===== config.mk =====
export PLATFORM = sky130hd
export DESIGN_NAME = reg_pair_sequencer
export DESIGN_NICKNAME = d
export VERILOG_FILES = /design/src/rtl/reg_file_pkg.sv /design/src/rtl/reg_pair_sequencer_pair_decode.sv /design/src/rtl/reg_pair_sequencer.sv
export SDC_FILE = /design/constraint.sdc
export NUM_CORES = 1
export LEC_CHECK = 0
export CORE_ASPECT_RATIO = 0.5
export CORE_MARGIN = 2
export CORE_UTILIZATION = 30
export CTS_CLUSTER_SIZE = 30
export DETAILED_ROUTE_END_ITERATION = 16
export GPL_TIMING_DRIVEN = 0
export PLACE_DENSITY = 0.49
export SETUP_SLACK_MARGIN = 0.3
export SLEW_MARGIN = 15
export SYNTH_ARGS = -nofsm -noshare
export SYNTH_HDL_FRONTEND = slang
export SYNTH_SLANG_ARGS = --single-unit

===== constraint.sdc =====
create_clock -name clk -period 2.75 [get_ports clk]
set_input_delay 0.275 -clock clk [delete_from_list [all_inputs] [get_ports clk]]
set_output_delay 0.275 -clock clk [all_outputs]
set_load 0.01 [all_outputs]

===== src/rtl/reg_file_pkg.sv =====
// Shared codes for the general register file and the register-pair sequencer:
// register selects, pair and op codes, and the sequencer FSM state encoding.
package reg_file_pkg;

    typedef logic [2:0] reg_sel_t;

    localparam reg_sel_t REG_B = 3'b000;
    localparam reg_sel_t REG_C = 3'b001;
    localparam reg_sel_t REG_D = 3'b010;
    localparam reg_sel_t REG_E = 3'b011;
    localparam reg_sel_t REG_H = 3'b100;
    localparam reg_sel_t REG_L = 3'b101;
    localparam reg_sel_t REG_A = 3'b111;

    localparam logic [1:0] PAIR_BC = 2'b00;
    localparam logic [1:0] PAIR_DE = 2'b01;
    localparam logic [1:0] PAIR_HL = 2'b10;
    localparam logic [1:0] PAIR_AF = 2'b11;

    localparam logic [1:0] OP_READ16 = 2'b00;
    localparam logic [1:0] OP_LOAD16 = 2'b01;
    localparam logic [1:0] OP_INC16  = 2'b10;
    localparam logic [1:0] OP_DEC16  = 2'b11;

    localparam logic [2:0] ST_IDLE  = 3'd0;
    localparam logic [2:0] ST_RD_LO = 3'd1;
    localparam logic [2:0] ST_RD_HI = 3'd2;
    localparam logic [2:0] ST_WR_LO = 3'd3;
    localparam logic [2:0] ST_WR_HI = 3'd4;
    localparam logic [2:0] ST_RESP  = 3'd5;

endpackage


===== src/rtl/reg_pair_sequencer_pair_decode.sv =====
// Maps a register-pair code onto its low/high byte register selects.
// AF is not a sequencer pair and decodes as invalid with zero selects.
module pair_decode
    import reg_file_pkg::*;
(
    input  logic [1:0] pair,
    output reg_sel_t   lo_sel,
    output reg_sel_t   hi_sel,
    output logic       pair_ok
);

    always_comb begin
        lo_sel  = REG_B;
        hi_sel  = REG_B;
        pair_ok = 1'b1;
        case (pair)
            PAIR_BC: begin lo_sel = REG_C; hi_sel = REG_B; end
            PAIR_DE: begin lo_sel = REG_E; hi_sel = REG_D; end
            PAIR_HL: begin lo_sel = REG_L; hi_sel = REG_H; end
            default: pair_ok = 1'b0;
        endcase
    end

endmodule


===== src/rtl/reg_pair_sequencer.sv =====
// 16-bit BC/DE/HL read/load/inc/dec sequenced over the 8-bit register file.
// Optional rsp_zero/rsp_carry outputs are built when REG_PAIR_SEQ_FLAGS_EN is defined.
//
// state  | meaning
// IDLE   | cmd_ready high, waiting for a command
// RD_LO  | reading low byte of the pair into lo
// RD_HI  | reading high byte, forming result
// WR_LO  | writing result[7:0] to low register
// WR_HI  | writing result[15:8] to high register
// RESP   | presenting response until rsp_ready
module reg_pair_sequencer
    import reg_file_pkg::*;
#(
    parameter int DATA_W    = 8,
    parameter bit ERR_ON_AF = 1'b1
) (
    input  logic                  clk,
    input  logic                  rst,
    input  logic                  cmd_valid,
    output logic                  cmd_ready,
    input  logic [1:0]            cmd_op,
    input  logic [1:0]            cmd_pair,
    input  logic [2*DATA_W-1:0]   cmd_wdata,
    output logic                  rsp_valid,
    input  logic                  rsp_ready,
    output logic [2*DATA_W-1:0]   rsp_data,
    output logic                  rsp_err,
`ifdef REG_PAIR_SEQ_FLAGS_EN
    output logic                  rsp_zero,
    output logic                  rsp_carry,
`endif
    output logic [2:0]            rf_wr_sel,
    output logic [2:0]            rf_rd_sel,
    output logic                  rf_wr_en,
    output logic                  rf_rd_en,
    output logic [DATA_W-1:0]     rf_wdata,
    input  logic [DATA_W-1:0]     rf_rdata
);

    logic [2:0]          state_q, state_d;
    logic [1:0]          op_q, op_d;
    logic [1:0]          pair_q, pair_d;
    logic [DATA_W-1:0]   lo_q, lo_d;
    logic [DATA_W-1:0]   hi_q, hi_d;
    logic [2*DATA_W-1:0] result_q, result_d;
    logic [2*DATA_W-1:0] rd_word;
`ifdef REG_PAIR_SEQ_FLAGS_EN
    logic                carry_q, carry_d;
`endif

    reg_sel_t lo_sel, hi_sel;
    logic     pair_ok;

    pair_decode u_pair_decode (
        .pair    (pair_q),
        .lo_sel  (lo_sel),
        .hi_sel  (hi_sel),
        .pair_ok (pair_ok)
    );

    assign rd_word = {rf_rdata, lo_q};

    always_comb begin
        state_d  = state_q;
        op_d     = op_q;
        pair_d   = pair_q;
        lo_d     = lo_q;
        hi_d     = hi_q;
        result_d = result_q;
`ifdef REG_PAIR_SEQ_FLAGS_EN
        carry_d  = carry_q;
`endif
        case (state_q)
            ST_IDLE: begin
                if (cmd_valid) begin
                    op_d   = cmd_op;
                    pair_d = cmd_pair;
`ifdef REG_PAIR_SEQ_FLAGS_EN
                    carry_d = 1'b0;
`endif
                    if (cmd_pair == PAIR_AF) begin
                        result_d = '0;
                        state_d  = ST_RESP;
                    end else if (cmd_op == OP_LOAD16) begin
                        result_d = cmd_wdata;
                        state_d  = ST_WR_LO;
                    end else begin
                        state_d = ST_RD_LO;
                    end
                end
            end
            ST_RD_LO: begin
                lo_d    = rf_rdata;
                state_d = ST_RD_HI;
            end
            ST_RD_HI: begin
                hi_d = rf_rdata;
                case (op_q)
                    OP_INC16: begin
                        result_d = rd_word + 1'b1;
`ifdef REG_PAIR_SEQ_FLAGS_EN
                        carry_d  = &rd_word;
`endif
                    end
                    OP_DEC16: begin
                        result_d = rd_word - 1'b1;
`ifdef REG_PAIR_SEQ_FLAGS_EN
                        carry_d  = ~|rd_word;
`endif
                    end
                    default: result_d = rd_word;
                endcase
                state_d = (op_q == OP_READ16) ? ST_RESP : ST_WR_LO;
            end
            ST_WR_LO: state_d = ST_WR_HI;
            ST_WR_HI: state_d = ST_RESP;
            ST_RESP:  if (rsp_ready) state_d = ST_IDLE;
            default:  state_d = ST_IDLE;
        endcase
    end

    always_ff @(posedge clk) begin
        if (rst) begin
            state_q  <= ST_IDLE;
            op_q     <= OP_READ16;
            pair_q   <= PAIR_BC;
            lo_q     <= '0;
            hi_q     <= '0;
            result_q <= '0;
`ifdef REG_PAIR_SEQ_FLAGS_EN
            carry_q  <= 1'b0;
`endif
        end else begin
            state_q  <= state_d;
            op_q     <= op_d;
            pair_q   <= pair_d;
            lo_q     <= lo_d;
            hi_q     <= hi_d;
            result_q <= result_d;
`ifdef REG_PAIR_SEQ_FLAGS_EN
            carry_q  <= carry_d;
`endif
        end
    end

    // Enables are masked by rst so a reset in WR_HI cannot land the high byte.
    always_comb begin
        cmd_ready = (state_q == ST_IDLE);
        rsp_valid = 1'b0;
        rsp_data  = '0;
        rsp_err   = 1'b0;
        rf_wr_sel = REG_B;
        rf_rd_sel = REG_B;
        rf_wr_en  = 1'b0;
        rf_rd_en  = 1'b0;
        rf_wdata  = '0;
        case (state_q)
            ST_RD_LO: begin
                rf_rd_en  = ~rst;
                rf_rd_sel = lo_sel;
            end
            ST_RD_HI: begin
                rf_rd_en  = ~rst;
                rf_rd_sel = hi_sel;
            end
            ST_WR_LO: begin
                rf_wr_en  = ~rst;
                rf_wr_sel = lo_sel;
                rf_wdata  = result_q[DATA_W-1:0];
            end
            ST_WR_HI: begin
                rf_wr_en  = ~rst;
                rf_wr_sel = hi_sel;
                rf_wdata  = result_q[2*DATA_W-1:DATA_W];
            end
            ST_RESP: begin
                rsp_valid = 1'b1;
                if (pair_ok) begin
                    rsp_data = (op_q == OP_READ16) ? {hi_q, lo_q} : result_q;
                end else begin
                    rsp_err = ERR_ON_AF;
                end
            end
            default: ;
        endcase
    end

`ifdef REG_PAIR_SEQ_FLAGS_EN
    always_comb begin
        rsp_zero  = (state_q == ST_RESP) && pair_ok &&
                    ((op_q == OP_INC16) || (op_q == OP_DEC16)) && (result_q == '0);
        rsp_carry = (state_q == ST_RESP) && carry_q;
    end
`endif

endmodule


==> impl_metrics.sql, run 1 <==
INSERT INTO impl_metrics (metric_group, metric, value, unit) VALUES
('clock_network', 'post_cts_hold_buffer_count', '0', ''),
('layout', 'final_core_utilization', '45.7', '%'),
('floorplan', 'initial_core_util', '31.6', '%'),
('power_and_ir_drop', 'power_per_cell_area', '512', 'mW/mm^2'),
('clock_network', 'cts_max_path_buffers', '2', ''),
('grt', 'track_usage', '22.7', '%'),
('power_and_ir_drop', 'seq_power_share', '33.7', '%'),
('power_and_ir_drop', 'internal_power', '1.31', 'mW'),
('sta', 'final.hold.worst_slack', '376', 'ps'),
('clock_network', 'clk-insertion-delay-late', '290', 'ps'),
('routing', 'drt-pass1-iter-count', '5', ''),
('power_and_ir_drop', 'vdd_ir_drop_max', '0.000254', 'V'),
('yosys', 'postSynthCellCount', '405', ''),
('clock_network', 'cts_made_buffers', '5', ''),
('yosys', 'synth_area_per_cell', '6.96', 'um^2'),
('place', 'placement.io_buffers', '63', ''),
('sta', 'timing.clock.skew', '9.58', 'ps'),
('power_and_ir_drop', 'share_comb_of_total_power', '38.0', '%'),
('place', 'place_congestion', '0.893', ''),
('layout', 'fin_nets', '521', ''),
('power_and_ir_drop', 'sw_ratio', '37.3', '%'),
('critical_path', 'element_type_at_the_critical_path_start', 'register', ''),
('clock_network', 'cts.reportedPaths.clkPinSlew', '60', 'ps'),
('routing', 'vias_after_detailed_routing', '3317', ''),
('floorplan', 'ios', '67', ''),
('sta', 'max-slew-margin-rel', '52.7', '%'),
('routing', 'post-route-drc-count', '0', ''),
('floorplan', 'chipHeight', '72.5', 'um'),
('critical_path', 'setup.worst_path.class', 'reg2reg', ''),
('sta', 'fin_crit_sh', '90.8', '%'),
('layout', 'diodes', '0', ''),
('yosys', 'ys_ff_latch', '39', ''),
('critical_path', 'critPathArrivalTime', '2650', 'ps'),
('yosys', 'net_count_of_the_mapped_netlist', '438', ''),
('layout', 'multi_input_area', '0.00196', 'mm^2'),
('place', 'hpwl', '8870', 'um'),
('layout', 'final_layout_size_suffix_gt1_share', '13.1', '%'),
('routing', 'antenna_left', '0', ''),
('yosys', 'post_synth_edffs', '0', ''),
('floorplan', 'floorplan.rows', '24', ''),
('sta', 'setup-tns-final', '0', 'ps'),
('grt', 'first_global_vias', '2880', ''),
('layout', 'layout_common_cells', '63 x sky130_fd_sc_hd__nand2_1, 48 x sky130_fd_sc_hd__clkdlybuf4s50_1, 45 x sky130_fd_sc_hd__nor2_1', ''),
('grt', 'grt_first_pass_wirelength', '17500', 'um'),
('critical_path', 'crit_fanout', '6', ''),
('sta', 'hold_viol', '0', ''),
('yosys', 'yosys_warnings', '0', ''),
('grt', 'grt_overflow_total', '0', ''),
('floorplan', 'core_region_area', '0.00892', 'mm^2'),
('outcome', 'status', 'completed', ''),
('clock_network', 'htree_levels', '2', ''),
('sta', 'drv_slew', '0', ''),
('yosys', 'ys_dominant_reg_cell', 'sky130_fd_sc_hd__dfxtp_1', ''),
('layout', 'area_growth_syn_to_layout', '44.5', '%'),
('clock_network', 'clock-root-buffer', 'sky130_fd_sc_hd__clkbuf_16', ''),
('floorplan', 'die-width', '141', 'um'),
('routing', 'drtIter0Drc', '255', ''),
('grt', 'grt_start_max_net_pins', '13', ''),
('yosys', 'yosys.cell_types.count', '55', ''),
('power_and_ir_drop', 'total_leakage_power', '1.63', 'nW'),
('sta', 'setup_viol_count_final', '0', ''),
('clock_network', 'cts_tree', 'done', ''),
('routing', 'detail_route.wirelength', '11600', 'um'),
('worst_hold_path', 'timing.hold.worst.class', 'in2reg', ''),
('yosys', 'post_synth_instance_area', '0.00282', 'mm^2'),
('layout', 'number_of_filler_cells_placed_in_the_layout', '963', ''),
('critical_path', 'cp.required', '2900', 'ps'),
('sta', 'rsz0062_at_grt', 'yes', ''),
('routing', 'routedWlPerCell', '19.2', 'um'),
('yosys', 'synth-async-reset-ratio', '0', '%'),
('power_and_ir_drop', 'clkPwrFrac', '28.3', '%'),
('sta', 'timing.fmax', '400', 'MHz'),
('yosys', 'synth-seq-area-share', '27.7', '%'),
('clock_network', 'clkSinkCount', '39', ''),
('sta', 'tightestPinTransition', '709', 'ps'),
('flow_run', 'maxCapViolCount', '0', ''),
('routing', 'avgViaCountPerCell', '5.47', ''),
('grt', 'antenna_found_initial', '0', ''),
('floorplan', 'die_area', '0.0102', 'mm^2'),
('layout', 'seq_area', '785', 'um^2'),
('layout', 'final_common_cell', 'sky130_fd_sc_hd__nand2_1', ''),
('critical_path', 'end_kind', 'register', ''),
('sta', 'fin_crit', '2500', 'ps'),
('power_and_ir_drop', 'power.switching', '778', 'uW');
## through the flow
stage	area [um^2]	std cells	setup slack [ps]	power, mW
final	4070	606	252	2.09
after global placement	3590	585	-383	1.42
after CTS	3880	596	263	2.05
after global routing	4070	606	159	2.20
after detailed placement	3590	585	-263	1.41
after floorplan	2820	405	358	1.14
## synth_stat cells (5+ instances only)
cell	instances	area share [%]
sky130_fd_sc_hd__a221oi_1	7	2.2
sky130_fd_sc_hd__or3_1	6	1.3
sky130_fd_sc_hd__and2_1	7	1.6
sky130_fd_sc_hd__nand3_1	7	1.2
sky130_fd_sc_hd__a22o_1	8	2.5
sky130_fd_sc_hd__and3_1	5	1.1
sky130_fd_sc_hd__nor4_1	7	1.6
sky130_fd_sc_hd__nand2_1	64	8.5
sky130_fd_sc_hd__a21oi_1	37	6.6
sky130_fd_sc_hd__clkbuf_1	33	4.4
sky130_fd_sc_hd__dfxtp_1	39	28
sky130_fd_sc_hd__nor3b_1	7	1.9
sky130_fd_sc_hd__xnor2_1	9	2.8
sky130_fd_sc_hd__nor3_1	27	4.8
sky130_fd_sc_hd__nand2b_1	5	1.1
sky130_fd_sc_hd__o21ai_1	11	2.0
sky130_fd_sc_hd__mux2i_1	15	5.3
sky130_fd_sc_hd__nor2_1	48	6.4
## what timing repair did
| action | 4_1_cts | 5_1_grt |
|---|---|---|
| gates resized for setup | 47 | 38 |
| setup endpoints to repair | 39 | 30 |
| buffers inserted | 3 | 10 |
| pin swaps | 3 | 10 |
## state kept, by name, indices dropped and copies added, names as in the netlist
signal,count
hi_q,8
op_q,2
lo_q,8
pair_q,2
result_q,16
state_q,3
## final timing paths
kind                        start                        end  slack (ps)  cells after the start
min reg2reg  hi_q[2]$_SDFFE_PP0P_       hi_q[2]$_SDFFE_PP0P_         450                      2
max reg2reg  op_q[0]$_SDFFE_PP0P_  result_q[12]$_SDFFE_PP0P_         250                     11
max          op_q[0]$_SDFFE_PP0P_  result_q[12]$_SDFFE_PP0P_         250                     11
min                           rst  result_q[11]$_SDFFE_PP0P_         380                      2
## critical path: stages, from the launching register on
cell                       delay, ps
sky130_fd_sc_hd__dfxtp_4         350
sky130_fd_sc_hd__and2_4          150
sky130_fd_sc_hd__buf_6           120
sky130_fd_sc_hd__xnor2_2         120
sky130_fd_sc_hd__ha_2            190
sky130_fd_sc_hd__buf_6           110
sky130_fd_sc_hd__nand4_1         140
sky130_fd_sc_hd__or4_4           630
sky130_fd_sc_hd__o32ai_4         160
sky130_fd_sc_hd__a21oi_2         100
sky130_fd_sc_hd__o21ai_2         190
sky130_fd_sc_hd__a211oi_1         90
## layout make-up
type                            instances  area share (%)
Tap cell                              117            3.60
Multi-Input combinational cell        321            48.2
Timing Repair Buffer                   76            18.9
Clock buffer                            6            3.17
Sequential cell                        39            19.3
Buffer                                 40            6.12
Clock inverter                          2           0.307
Inverter                                5           0.461
## power groups by stage
stage | clock network, mW | logic (mW) | registers [mW]
final | 0.590 | 0.793 | 0.703
after global routing | 0.636 | 0.854 | 0.711
after CTS | 0.595 | 0.750 | 0.703
after detailed placement | 0 | 0.701 | 0.713
after global placement | 0 | 0.708 | 0.714
after floorplan | 0 | 0.456 | 0.689
## cell families after synthesis
| logic type | Yosys count | synth area share [%] |
|---|---|---|
| muxes | 15 | 5.33 |
| adders and majority gates | 1 | 0.444 |
| xor gates and xnor gates | 10 | 3.11 |
| DFF | 39 | 27.7 |
| buffers and inverters | 45 | 6.70 |
| and+or+nand+nor | 206 | 36.1 |
| AOI/OAI and AO/OA | 89 | 20.6 |
## layer usage
| layer | vias to the layer above | global-route usage (%) | wire length, um |
|---|---|---|---|
| met4 | 0 | 3.44 | 111 |
| met1 | 1577 | 37.6 | 6320 |
| met5 | - | 0 | 0 |
| li1 | 1611 | - | - |
| met2 | 116 | 29.4 | 4430 |
| met3 | 13 | 4.49 | 777 |
Power figures use the tool's default switching activity.
==> run 2: changes to the inputs <==
--- a/config.mk
+++ b/config.mk
@@ -5,7 +5,7 @@
 export SDC_FILE = /design/constraint.sdc
 export NUM_CORES = 1
 export LEC_CHECK = 0
-export CORE_ASPECT_RATIO = 0.5
+export CORE_ASPECT_RATIO = 1.2
 export CORE_MARGIN = 2
 export CORE_UTILIZATION = 30
 export CTS_CLUSTER_SIZE = 30
==> run 2 against run 1 <==
  * First-iteration DRC count fell by 25%
  * Sequential share of layout area rose by 0.44 points
  * Hold slack gained 7.7 ps
  * Power fell by 5.3%
  * Global-route usage is 1.4 points lower
  * Register-to-register slack better by 20 ps
  * Fmax is 0.90% higher
==> impl_metrics.sql, run 2 (synthesis gave the netlist of run 1 again) <==
INSERT INTO impl_metrics (metric_group, metric, value, unit) VALUES
('outcome', 'status', 'completed', ''),
('power_and_ir_drop', 'power_per_cell_area', '496', 'mW/mm^2'),
('grt', 'groute.layer.met2.usage', '36.3', '%'),
('place', 'place_ws', '-139', 'ps'),
('power_and_ir_drop', 'power.switching', '725', 'uW'),
('layout', 'number_of_filler_cells_placed_in_the_layout', '953', ''),
('sta', 'tightestPinTransition', '674', 'ps'),
('routing', 'post-route-drc-count', '0', ''),
('layout', 'fin_nets', '517', ''),
('critical_path', 'element_type_at_the_critical_path_start', 'register', ''),
('grt', 'grt_first_pass_wirelength', '16800', 'um'),
('routing', 'antenna_left', '0', ''),
('grt', 'grt_util_met3', '3.13', '%'),
('grt', 'first_global_vias', '3115', ''),
('clock_network', 'cts.reportedPaths.clkPinSlew', '80', 'ps'),
('critical_path', 'crit_fanout', '5', ''),
('layout', 'reg_with_most_ffs', 'result_q', ''),
('clock_network', 'post_cts_hold_buffer_count', '0', ''),
('routing', 'drtIter0Drc', '191', ''),
('floorplan', 'core_region_area', '0.00908', 'mm^2'),
('floorplan', 'ios', '67', ''),
('sta', 'final.setup.worst_slack', '274', 'ps'),
('power_and_ir_drop', 'total_leakage_power', '1.67', 'nW'),
('critical_path', 'critPathArrivalTime', '2690', 'ps'),
('grt', 'global_route.usage.met1', '28.1', '%'),
('floorplan', 'die_area', '0.0102', 'mm^2'),
('routing', 'routedWlPerCell', '18.3', 'um'),
('clock_network', 'cts_tree', 'done', ''),
('power_and_ir_drop', 'clkPwrFrac', '25.7', '%'),
('layout', 'final_core_utilization', '43.9', '%'),
('floorplan', 'floorplan.rows', '38', ''),
('critical_path', 'setup.worst_path.class', 'reg2reg', ''),
('sta', 'fin_crit_sh', '90.0', '%'),
('clock_network', 'clock-root-buffer', 'sky130_fd_sc_hd__clkbuf_8', ''),
('sta', 'hold_viol', '0', ''),
('layout', 'largest_register_ffs', '16', ''),
('layout', 'seq_area', '786', 'um^2'),
('sta', 'max-slew-margin-rel', '54.7', '%'),
('routing', 'detail_route.wirelength', '11100', 'um'),
('layout', 'final_layout_size_suffix_gt1_share', '12.6', '%'),
('power_and_ir_drop', 'seq_power_share', '35.6', '%'),
('routing', 'avgViaCountPerCell', '5.35', ''),
('sta', 'timing.fmax', '404', 'MHz'),
('sta', 'drv_slew', '0', ''),
('power_and_ir_drop', 'design_power_total', '1.98', 'mW'),
('layout', 'area_growth_syn_to_layout', '41.5', '%'),
('sta', 'setup_viol_count_final', '0', ''),
('place', 'placement.io_buffers', '63', ''),
('clock_network', 'cts_max_path_buffers', '2', ''),
('critical_path', 'cp.required', '2960', 'ps'),
('sta', 'timing.clock.skew', '7.78', 'ps'),
('worst_hold_path', 'timing.hold.worst.class', 'in2reg', ''),
('clock_network', 'cts_made_buffers', '5', ''),
('layout', 'layout_common_cells', '63 x sky130_fd_sc_hd__nand2_1, 45 x sky130_fd_sc_hd__nor2_1, 44 x sky130_fd_sc_hd__clkdlybuf4s50_1', ''),
('power_and_ir_drop', 'internal_power', '1.25', 'mW'),
('power_and_ir_drop', 'share_comb_of_total_power', '38.7', '%'),
('grt', 'grt_start_max_net_pins', '13', ''),
('flow_run', 'maxCapViolCount', '0', ''),
('grt', 'grt_overflow_total', '0', ''),
('routing', 'vias_after_detailed_routing', '3239', ''),
('layout', 'reg.largest.list', 'result_q (16), hi_q (8), lo_q (8)', ''),
('grt', 'antenna_found_initial', '0', ''),
('power_and_ir_drop', 'sw_ratio', '36.7', '%'),
('routing', 'drt-pass1-iter-count', '6', ''),
('clock_network', 'clk-insertion-delay-late', '290', 'ps'),
('clock_network', 'clkSinkCount', '39', ''),
('layout', 'diodes', '0', ''),
('floorplan', 'die-width', '92.5', 'um'),
('power_and_ir_drop', 'vdd_ir_drop_max', '0.000196', 'V'),
('floorplan', 'chipHeight', '110', 'um'),
('clock_network', 'htree_levels', '2', ''),
('sta', 'fin_crit', '2480', 'ps'),
('sta', 'rsz0062_at_grt', 'yes', ''),
('grt', 'track_usage', '21.3', '%'),
('grt', 'gr-max-usage-layer', 'met2', ''),
('critical_path', 'end_kind', 'register', ''),
('floorplan', 'initial_core_util', '31.0', '%'),
('layout', 'multi_input_area', '0.00194', 'mm^2'),
('place', 'hpwl', '8200', 'um'),
('place', 'place_congestion', '0.899', ''),
('layout', 'final_common_cell', 'sky130_fd_sc_hd__nand2_1', '');
==> run 2: timing repair <==
item | in CTS | in global routing
pin swaps | 2 | 8
setup endpoints to repair | 39 | 33
buffers inserted | 2 | 6
gates resized for setup | 37 | 47
gates cloned | 0 | 1
==> run 2: worst paths after layout <==
path | startpoint | end | slack [ps] | depth (start not counted)
worst max-delay path | op_q[0]$_SDFFE_PP0P_ | result_q[10]$_SDFFE_PP0P_ | 270 | 11
worst min register to register | hi_q[7]$_SDFFE_PP0P_ | hi_q[7]$_SDFFE_PP0P_ | 460 | 2
worst min-delay path | rst | result_q[11]$_SDFFE_PP0P_ | 380 | 2
worst max register to register | op_q[0]$_SDFFE_PP0P_ | result_q[10]$_SDFFE_PP0P_ | 270 | 11
==> run 2: cell type report <==
| type | instances | share of cell area (%) |
|---|---|---|
| clock inverters | 2 | 0.879 |
| flip-flops and latches | 39 | 19.7 |
| plain buffers | 40 | 5.78 |
| multi-input cells | 321 | 48.7 |
| well taps | 120 | 3.77 |
| inverters | 5 | 0.471 |
| repair buffers | 72 | 18.7 |
| clock buffers | 6 | 2.07 |
==> run 2: worst max-delay path, stage by stage, from the launching register on <==
cell	delay, ps
sky130_fd_sc_hd__dfxtp_4	360
sky130_fd_sc_hd__and2_4	140
sky130_fd_sc_hd__buf_6	120
sky130_fd_sc_hd__xnor2_2	140
sky130_fd_sc_hd__ha_2	200
sky130_fd_sc_hd__buf_6	110
sky130_fd_sc_hd__nand4_1	170
sky130_fd_sc_hd__or4_4	610
sky130_fd_sc_hd__nor3_2	160
sky130_fd_sc_hd__a21o_1	100
sky130_fd_sc_hd__a21oi_1	60
sky130_fd_sc_hd__a311oi_1	230
==> run 2: metal layers <==
layer  part of all wire, %  up-vias  wire length [um]
met5                     0        -                 0
met4                   2.0        0               220
met3                   5.4       19               596
met2                    48      130              5350
met1                    44     1495              4890
li1                      -     1595                 -
==> run 2: through the flow <==
stage          setup TNS (ps)  cell area (um^2)  hold WS, ps  instances
6_report                    0              3990          383        605
5_1_grt                     0              3990          414        605
4_1_cts                     0              3800          374        598
3_5_place_dp            -1180              3600          448        588
3_3_place_gp            -1410              3600          447        588
2_1_floorplan               0              2820          411        405
==> run 2: power groups by stage <==
stage,clock [mW],sequential [mW],combinational [mW]
2_1_floorplan,0,0.689,0.456
3_3_place_gp,0,0.714,0.685
3_5_place_dp,0,0.714,0.686
4_1_cts,0.517,0.703,0.722
5_1_grt,0.538,0.713,0.834
6_report,0.508,0.704,0.764
==> run 3: changes to the inputs <==
--- a/config.mk
+++ b/config.mk
@@ -7,11 +7,11 @@
 export LEC_CHECK = 0
 export CORE_ASPECT_RATIO = 1.2
 export CORE_MARGIN = 2
-export CORE_UTILIZATION = 30
+export CORE_UTILIZATION = 50
 export CTS_CLUSTER_SIZE = 30
 export DETAILED_ROUTE_END_ITERATION = 16
 export GPL_TIMING_DRIVEN = 0
-export PLACE_DENSITY = 0.49
+export PLACE_DENSITY = 0.76
 export SETUP_SLACK_MARGIN = 0.3
 export SLEW_MARGIN = 15
 export SYNTH_ARGS = -nofsm -noshare
==> run 3 against run 2 <==
  * Global-route usage up 10 points
  * Sequential power down 0.6%
  * Setup slack better by 22 ps
  * Clock-buffer cell count up 1
  * Cell area down 2.6%
  * Hold slack better by 30 ps
  * Critical path depth up 1
  * Die area down 39%
  * Critical endpoint unchanged
==> impl_metrics.sql, run 3 (synthesis gave the netlist of run 1 again) <==
INSERT INTO impl_metrics (metric_group, metric, value, unit) VALUES
('place', 'hpwl', '7220', 'um'),
('floorplan', 'ios', '67', ''),
('critical_path', 'cp_slowest_cell', 'sky130_fd_sc_hd__dfxtp_1', ''),
('routing', 'post-route-drc-count', '0', ''),
('clock_network', 'cts_max_path_buffers', '2', ''),
('sta', 'max-slew-margin-rel', '55.7', '%'),
('floorplan', 'floorplan.rows', '29', ''),
('flow_run', 'maxCapViolCount', '0', ''),
('sta', 'final.hold.worst_slack', '413', 'ps'),
('layout', 'area_growth_syn_to_layout', '37.8', '%'),
('clock_network', 'cts_made_buffers', '5', ''),
('power_and_ir_drop', 'power_per_cell_area', '475', 'mW/mm^2'),
('layout', 'fin_nets', '520', ''),
('place', 'place_congestion', '1.02', ''),
('clock_network', 'clock-root-buffer', 'sky130_fd_sc_hd__clkbuf_8', ''),
('clock_network', 'post_cts_hold_buffer_count', '0', ''),
('sta', 'rsz0062_at_grt', 'yes', ''),
('critical_path', 'worst_r2r_endpoint', 'result_q[10]$_SDFFE_PP0P_', ''),
('routing', 'routedWlPerCell', '18.5', 'um'),
('outcome', 'status', 'completed', ''),
('layout', 'final_layout_size_suffix_gt1_share', '12.5', '%'),
('grt', 'grt_start_max_net_pins', '12', ''),
('routing', 'avgViaCountPerCell', '6.27', ''),
('critical_path', 'end_kind', 'register', ''),
('grt', 'first_global_vias', '3034', ''),
('layout', 'final_core_utilization', '72.3', '%'),
('critical_path', 'cp.required', '2970', 'ps'),
('layout', 'reg.largest.list', 'result_q (16), hi_q (8), lo_q (8)', ''),
('power_and_ir_drop', 'total_leakage_power', '1.55', 'nW'),
('grt', 'track_usage', '31.5', '%'),
('clock_network', 'cts_tree', 'done', ''),
('floorplan', 'initial_core_util', '52.5', '%'),
('floorplan', 'die_area', '0.00625', 'mm^2'),
('worst_hold_path', 'timing.hold.worst_endpoint', 'result_q[11]$_SDFFE_PP0P_', ''),
('grt', 'antenna_found_initial', '0', ''),
('sta', 'hold_viol', '0', ''),
('power_and_ir_drop', 'vdd_ir_drop_max', '0.000302', 'V'),
('layout', 'reg_with_most_ffs', 'result_q', ''),
('routing', 'vias_after_detailed_routing', '3450', ''),
('critical_path', 'crit_fanout', '10', ''),
('clock_network', 'clk-insertion-delay-late', '300', 'ps'),
('clock_network', 'cts.reportedPaths.clkPinSlew', '80', 'ps'),
('floorplan', 'core_region_area', '0.00537', 'mm^2'),
('critical_path', 'r2r_cells', '12', ''),
('grt', 'grt_overflow_total', '0', ''),
('critical_path', 'critical_path_s_largest_stage_delay', '360', 'ps'),
('critical_path', 'element_type_at_the_critical_path_start', 'register', ''),
('routing', 'drt-pass1-iter-count', '5', ''),
('sta', 'fin_crit', '2450', 'ps'),
('floorplan', 'chipHeight', '86.2', 'um'),
('grt', 'grt_first_pass_wirelength', '15400', 'um'),
('layout', 'final_common_cell', 'sky130_fd_sc_hd__nand2_1', ''),
('critical_path', 'setup.worst_path.class', 'reg2reg', ''),
('clock_network', 'clkSinkCount', '39', ''),
('worst_hold_path', 'worst_hold_path.num_cells', '2', ''),
('worst_hold_path', 'holdCritStartpoint', 'rst', ''),
('place', 'placement.io_buffers', '63', ''),
('sta', 'setup_viol_count_final', '0', ''),
('layout', 'largest_register_ffs', '16', ''),
('critical_path', 'crit_chain', 'buf_6 > inv_1 > xnor2_2 > ha_2 > buf_6 > buf_4 > and4_1 > o21ai_0 > o21ai_1 > nor4_1 > a31oi_1 > a311oi_1', ''),
('critical_path', 'crit_top_cell', 'sky130_fd_sc_hd__buf_6', ''),
('critical_path', 'worstPathBufferInverterCount', '4', ''),
('worst_hold_path', 'timing.hold.worst.class', 'in2reg', ''),
('critical_path', 'critical_path.top_delay_family', 'compound AO/OA/AOI/OAI gates', ''),
('layout', 'diodes', '0', ''),
('critical_path', 'critPathArrivalTime', '2670', 'ps'),
('routing', 'antenna_left', '0', ''),
('sta', 'fin_crit_sh', '89.2', '%'),
('floorplan', 'die-width', '72.5', 'um'),
('clock_network', 'htree_levels', '2', ''),
('layout', 'layout_common_cells', '63 x sky130_fd_sc_hd__nand2_1, 45 x sky130_fd_sc_hd__nor2_1, 45 x sky130_fd_sc_hd__clkdlybuf4s50_1', ''),
('routing', 'detail_route.wirelength', '10200', 'um'),
('routing', 'drtIter0Drc', '385', ''),
('sta', 'timing.fmax', '407', 'MHz'),
('critical_path', 'worst_setup_path_startpoint', 'lo_q[1]$_SDFFE_PP0N_', ''),
('sta', 'timing.clock.skew', '7.89', 'ps'),
('sta', 'tightestPinTransition', '659', 'ps'),
('critical_path', 'worst_r2r_startpoint', 'lo_q[1]$_SDFFE_PP0N_', ''),
('critical_path', 'regToRegSetupSlack', '300', 'ps'),
('sta', 'drv_slew', '0', '');
## run 3: cell count changes in the layout (fill, tap and decap cells not counted), sizes merged
cell | previous run | this run
buf | 20 | 24
bufinv | 1 | 0
clkdlybuf4s50 | 44 | 45
dlygate4sd2 | 3 | 9
dlymetal6s2s | 16 | 9
## run 3: worst max-delay path by stage
| stage | end | slack (ps) | depth (start not counted) |
|---|---|---|---|
| 6_report | result_q[10]$_SDFFE_PP0P_ | 300 | 12 |
| 5_1_grt | result_q[10]$_SDFFE_PP0P_ | 210 | 11 |
| 4_1_cts | rsp_data[5] | 270 | 7 |
| 3_5_place_dp | result_q[12]$_SDFFE_PP0P_ | -130 | 11 |
| 3_3_place_gp | result_q[12]$_SDFFE_PP0P_ | -70 | 11 |
| 2_1_floorplan | result_q[10]$_SDFFE_PP0P_ | 360 | 11 |
## run 3: per-stage QoR
step           worst slack, ps  instances  total power, mW  setup TNS, ps  area (um^2)
2_1_floorplan              358        405             1.14              0         2820
3_3_place_gp             -70.5        530             1.37           -135         3530
3_5_place_dp              -126        530             1.38           -240         3530
4_1_cts                    270        540             1.79              0         3700
5_1_grt                    207        550             1.94              0         3880
6_report                   296        550             1.84              0         3880
## run 3: metal layers
metal  track usage [%]  vias to the layer above  wire, um
met5                 0                        -         0
met4              10.1                        0       295
met3              5.47                       42       836
met2              50.2                      224      4710
met1              43.2                     1585      4330
li1                  -                     1599         -
## run 3: layout make-up
cell class / instances / area (um^2)
clock inverter: 1 / 5.00
clock buffer: 7 / 76.3
inverter: 5 / 18.8
fill: 440 / 1490
multi-input combinational: 321 / 1950
buffer: 40 / 230
sequential: 39 / 786
tap: 62 / 77.6
timing repair buffer: 75 / 744
## run 3: report_power, final
group,switching [mW],internal [mW]
Clock,0.212,0.178
Combinational,0.437,0.316
Sequential,0.0604,0.640
Total,0.709,1.13
## run 3: what timing repair did
item / CTS / global route
pin swaps: 3 / 11
setup endpoints to repair: 39 / 28
buffers inserted: 2 / 10
resized for setup: 45 / 35
## run 3: worst register-to-register path, delay by kind of cell, from the launching register on
kind / cells / cell delay [ps]
compound gates: 4 / 690
xor+xnor: 1 / 140
simple gates: 2 / 480
fa+ha+maj: 1 / 180
flops: 1 / 360
buf+inv: 4 / 510
